==> config.mk <==
export PLATFORM = sky130hd
export DESIGN_NAME = window_acc8
export DESIGN_NICKNAME = d
export VERILOG_FILES = /design/src/rtl/window_acc8_pkg.sv /design/src/rtl/addu8.sv /design/src/rtl/window_acc8.sv
export SDC_FILE = /design/constraint.sdc
export NUM_CORES = 1
export LEC_CHECK = 0
export CAP_MARGIN = 20
export CORE_UTILIZATION = 50
export CTS_CLUSTER_SIZE = 8
export DETAILED_ROUTE_END_ITERATION = 8
export GPL_TIMING_DRIVEN = 0
export PLACE_DENSITY = 0.83
export SKIP_CTS_REPAIR_TIMING = 1
export SLEW_MARGIN = 20
export SYNTH_ARGS = -nofsm -noshare
export SYNTH_HDL_FRONTEND = slang
export SYNTH_HIERARCHICAL = 1
export SYNTH_SLANG_ARGS = --single-unit
export TNS_END_PERCENT = 1
==> constraint.sdc <==
create_clock -name clk -period 2.9 [get_ports clk]
set_input_delay 0.87 -clock clk [delete_from_list [all_inputs] [get_ports clk]]
set_output_delay 0.87 -clock clk [all_outputs]
set_load 0.01 [all_outputs]
==> src/rtl/window_acc8_pkg.sv <==
// window_acc8_pkg
// Shared definitions for the window accumulator: FSM state encoding,
// clamp limits and the default window length.
package window_acc8_pkg;

    typedef enum logic {
        ACCUM = 1'b0,
        HOLD  = 1'b1
    } state_t;

    localparam logic [7:0] SAT_MAX         = 8'hFF;
    localparam logic [7:0] SAT_MIN         = 8'h00;
    localparam int         WIN_LEN_DEFAULT = 9;

endpackage

==> src/rtl/addu8.sv <==
// addu8
// 8-bit unsigned add/subtract with a single out-of-range indicator.
// Ports:
//   a, b  : operands (result is a + b or a - b)
//   cin   : 0 = add, 1 = subtract
//   sum   : low 8 bits of the result
//   cout  : add -> carry-out (overflow); subtract -> borrow (b > a)
module addu8 (
    input  logic [7:0] a,
    input  logic [7:0] b,
    input  logic       cin,
    output logic [7:0] sum,
    output logic       cout
);

    logic [8:0] wide;

    // A 9-bit unsigned difference has bit 8 set exactly when b > a, so the
    // same bit serves as carry on add and borrow on subtract.
    always_comb begin
        if (cin) begin
            wide = {1'b0, a} - {1'b0, b};
        end else begin
            wide = {1'b0, a} + {1'b0, b};
        end
    end

    assign sum  = wide[7:0];
    assign cout = wide[8];

endmodule

==> src/rtl/window_acc8.sv <==
// window_acc8
// Accumulates WIN_LEN operand beats (add or subtract, clamped to 0..255)
// into an 8-bit result, then holds the result until the consumer takes it.
//
//   state | meaning
//   ------+------------------------------------------------------------
//   ACCUM | accepting operand beats, in_ready=1, out_valid=0
//   HOLD  | window complete, result presented, out_valid=1, in_ready=0
//
// Ports:
//   clk, rst            : clock, asynchronous active-high reset
//   in_valid/in_ready   : operand handshake
//   in_data, in_sub     : operand and operation (1 = subtract)
//   out_valid/out_ready : result handshake
//   out_data, out_sat   : clamped result, sticky saturation flag
module window_acc8
    import window_acc8_pkg::*;
#(
    parameter int WIN_LEN = WIN_LEN_DEFAULT
) (
    input  logic       clk,
    input  logic       rst,
    input  logic       in_valid,
    output logic       in_ready,
    input  logic [7:0] in_data,
    input  logic       in_sub,
    output logic       out_valid,
    input  logic       out_ready,
    output logic [7:0] out_data,
    output logic       out_sat
);

    localparam logic [7:0] WIN_LEN_U8 = 8'(WIN_LEN);

    state_t     state, state_nxt;
    logic [7:0] acc, acc_nxt;
    logic [7:0] count, count_nxt;
    logic       sat, sat_nxt;
    logic [7:0] count_inc;
    logic [7:0] sum;
    logic       sum_cout;

    addu8 u_addu8 (
        .a    (acc),
        .b    (in_data),
        .cin  (in_sub),
        .sum  (sum),
        .cout (sum_cout)
    );

    assign count_inc = count + 8'd1;

    always_ff @(posedge clk or posedge rst) begin
        if (rst) begin
            state <= ACCUM;
            acc   <= '0;
            count <= '0;
            sat   <= 1'b0;
        end else begin
            state <= state_nxt;
            acc   <= acc_nxt;
            count <= count_nxt;
            sat   <= sat_nxt;
        end
    end

    always_comb begin
        state_nxt = state;
        acc_nxt   = acc;
        count_nxt = count;
        sat_nxt   = sat;
        case (state)
            ACCUM: begin
                // in_ready is 1 throughout ACCUM, so in_valid alone means accept.
                if (in_valid) begin
                    count_nxt = count_inc;
                    if (sum_cout) begin
                        acc_nxt = in_sub ? SAT_MIN : SAT_MAX;
                        sat_nxt = 1'b1;
                    end else begin
                        acc_nxt = sum;
                    end
                    if (count_inc == WIN_LEN_U8) begin
                        state_nxt = HOLD;
                    end
                end
            end
            HOLD: begin
                if (out_ready) begin
                    state_nxt = ACCUM;
                    acc_nxt   = '0;
                    count_nxt = '0;
                    sat_nxt   = 1'b0;
                end
            end
            default: state_nxt = ACCUM;
        endcase
    end

    // All outputs come straight from registers.
    assign in_ready  = (state == ACCUM);
    assign out_valid = (state == HOLD);
    assign out_data  = acc;
    assign out_sat   = sat;

endmodule

==> out/qor.csv <==
stage;metric;value;unit
outcome;status;finished with violations;
outcome;violations;setup timing;
grt;antenna_found_initial;0;
cts;clk_latency;0.30;ns
power;ir_worst_vdd;0.998;mV
setup_path;critPathMaxStageDelay;0.43;ns
layout;drive_above_1_share;0.187;
setup_path;cpMaxStageDelayCell;fa_2;
setup_path;critPathKind;input port to flip-flop;
setup_path;critPathRequiredTime;3.12;ns
setup_path;cp.arrival;3.22;ns
logic_synthesis;yosysTopAreaCellShare;0.302;
timing;relSlewSlack;0.548;
grt;grt_pass1_vias;1270;
logic_synthesis;synthCells;175;
timing;rsz0062_at_grt;yes;
route;drtPass1Iterations;4;
placement;hpwl;2.60;mm
grt;use_met3;0.0530;
route;drc;0;
grt;use_met1;0.331;
timing;fmax;0.333;GHz
logic_synthesis;synth_seq_cells;18;
layout;n_antenna_cell;0;
cts;cts-htree-levels;1;
timing;worst_pin_slew;0.677;ns
grt;grt.busiest_layer;met2;
power;clkPwrFrac;0.091;
die;ios;24;
power;p_switching;0.000747;W
route;drt_wl_total;3.69;mm
timing;worst_clock_skew;0.0114;ns
cts;cts_made_buffers;3;
logic_synthesis;synth_edf_count;0;
die;fp.coreArea;0.00278;mm2
cts;cts_sinks;18;
timing;setup_viol;8;
logic_synthesis;yosys_warnings;6;
hold_path;hp-class;flip-flop to flip-flop;
timing;drv_slew;0;
power;p_int;0.000975;W
logic_synthesis;yosysSeqAreaShare;0.302;
route;ant_nets;0;
power;p_per_area;889;mW/mm2
grt;grt_max_degree;19;
setup_path;crit_top_cell;o21ai_1;
die;start_util;0.536;
route;drtIter0Drc;84;
power;fin_total_pwr;0.00172;W
grt;grt_usage;0.232;
cts;cts_tree;done;
timing;min_period_over_period;1.03;
setup_path;crit_path_start_kind;input port;
logic_synthesis;synthTopCellsByArea;dfrtp_1 30%, ha_1 9.2%, o21ai_0 8.7%, xnor2_1 5.9%, nand2_1 4.3%;
grt;grt_pass1_wl;5.91;mm
power;p_leak;0.870;nW
setup_path;path_cells;buf_8, inv_4, ha_4, mux2_4, fa_2, nor2b_4, o2111ai_4, a32oi_2, xnor2_1, buf_4, a21oi_4, o21ai_1, o21ai_1;
cts;path_clk_slew;0.10;ns
placement;place.gp.congestion;0.851;
grt;grt.met2_usage;0.370;
layout;layout.cells.non_filler;240;
placement;port_buffers;23;
layout;syn_to_final_growth;30.0;%
grt;grt-ovfl-total;0;
power;p_sw_frac;0.434;
power;pwr-share-comb;0.664;
logic_synthesis;async_flop_share;1.00;
placement;placed_cells;229;
timing;setup_ws;-0.0986;ns
run;max_cap_viol_count;0;
die;die_w;56.6;um
logic_synthesis;avgSynthCellArea;8.52;um2
layout;final_common_cell;dfrtp_1;
logic_synthesis;ys_types;45;
die;fp-row-count;19;
logic_synthesis;yosysTopAreaCell;dfrtp_1;
logic_synthesis;synth_flop_cell;dfrtp_1;
route;wl_per_cell;15.4;um
logic_synthesis;syn_nets;200;
timing;finalHoldViolCount;0;
power;power_frac_seq;0.245;
setup_path;cp_max_fo;8;
layout;mostFrequentLayoutCells;18 x dfrtp_1, 17 x o21ai_1, 17 x nand2_1, 17 x clkdlybuf4s50_1, 14 x inv_1;
cts;cts_buffer_depth;2;
layout;nets;235;
timing;fin_crit;3.00;ns
die;die_h;56.6;um
setup_path;setup.worst_path.end_class;flip-flop;
logic_synthesis;netlist_area;0.00149;mm2
route;via_per_inst;5.75;
die;dieArea;0.00320;mm2
setup_path;r2r_setup_slack;0.45;ns
cts;cts_root_buf;clkbuf_4;
route;vias;1381;
[per-stage QoR]
stage	util	instance area, um2	setup TNS [ns]	hold slack (ns)	setup slack, ns
after floorplan	-	1540	-0.141	0.497	-0.0301
after global placement	0.649	1810	-7.93	0.483	-0.910
after detailed placement	0.649	1810	-8.39	0.510	-0.979
after CTS	0.662	1840	-5.70	0.533	-0.680
after global routing	0.696	1940	-1.46	0.573	-0.211
final	0.696	1940	-0.430	0.528	-0.0986
[layer usage]
layer | up-vias | wire length (um)
li1 | 687 | -
met1 | 660 | 1630
met2 | 32 | 1900
met3 | 2 | 152
met4 | 0 | 10
met5 | - | 0
[cell type report]
type | instances | area [um2]
fill | 214 | 845
sequential | 18 | 450
multi-input combinational | 135 | 990
tap | 31 | 38.8
clock buffer | 4 | 36.3
inverter | 16 | 75.1
timing repair buffer | 30 | 300
buffer | 6 | 46.3
[state kept, by name, indices dropped and copies added, names as in the netlist]
signal / flops
out_data: 8
out_valid: 1
out_sat: 1
count: 8
[worst max-delay path, delay by kind of cell]
kind	cells	cell delay [ns]
xor+xnor	1	0.09
buf+inv	3	0.32
fa+ha+maj	2	0.62
simple gates	1	0.17
compound gates	5	0.85
mux	1	0.28
[power by group through the flow]
stage	logic, W	clock network, W	registers [W]
global placement	0.000961	0	0.000419
CTS	0.00101	0.000159	0.000419
global route	0.00125	0.000172	0.000437
floorplan	0.000695	0	0.000433
finish	0.00114	0.000157	0.000422
detailed placement	0.00100	0	0.000423
[kinds of logic (layout without fill, tap and decap cells)]
kind of cell	Yosys count	in the layout	synth area share
compound gates	58	58	0.253
buf+inv	22	56	0.0688
mux	2	2	0.0143
fa+ha+maj	12	12	0.106
flops	18	18	0.302
xor+xnor	13	13	0.0764
simple gates	50	50	0.180
[Yosys cell counts (2+ instances only)]
library cell  count
nand3b_1          2
nor2_1           11
and3_1            3
xor2_1            3
a31oi_1           4
dfrtp_1          18
a21oi_1           8
nor2b_1           2
nand4_1           2
xnor2_1          10
o21a_1            3
o21ai_1           4
a21o_1            2
ha_1             11
nand2b_1          2
o21ai_0          26
nand2_1          17
inv_1            16
buf_4             3
nor3_1            3
[path summary, 6_finish.rpt]
path                        startpoint     endpoint  cells after the start
setup / recovery            in_data[0]  out_data[5]                     13
hold / removal             out_data[7]  out_data[7]                      2
setup reg to reg           out_data[0]  out_data[5]                     11
hold reg to reg            out_data[7]  out_data[7]                      2
max in group asynchronous          rst     count[0]                      2
min in group asynchronous          rst     count[6]                      2
No activity file was read; power rests on OpenSTA's default activity.
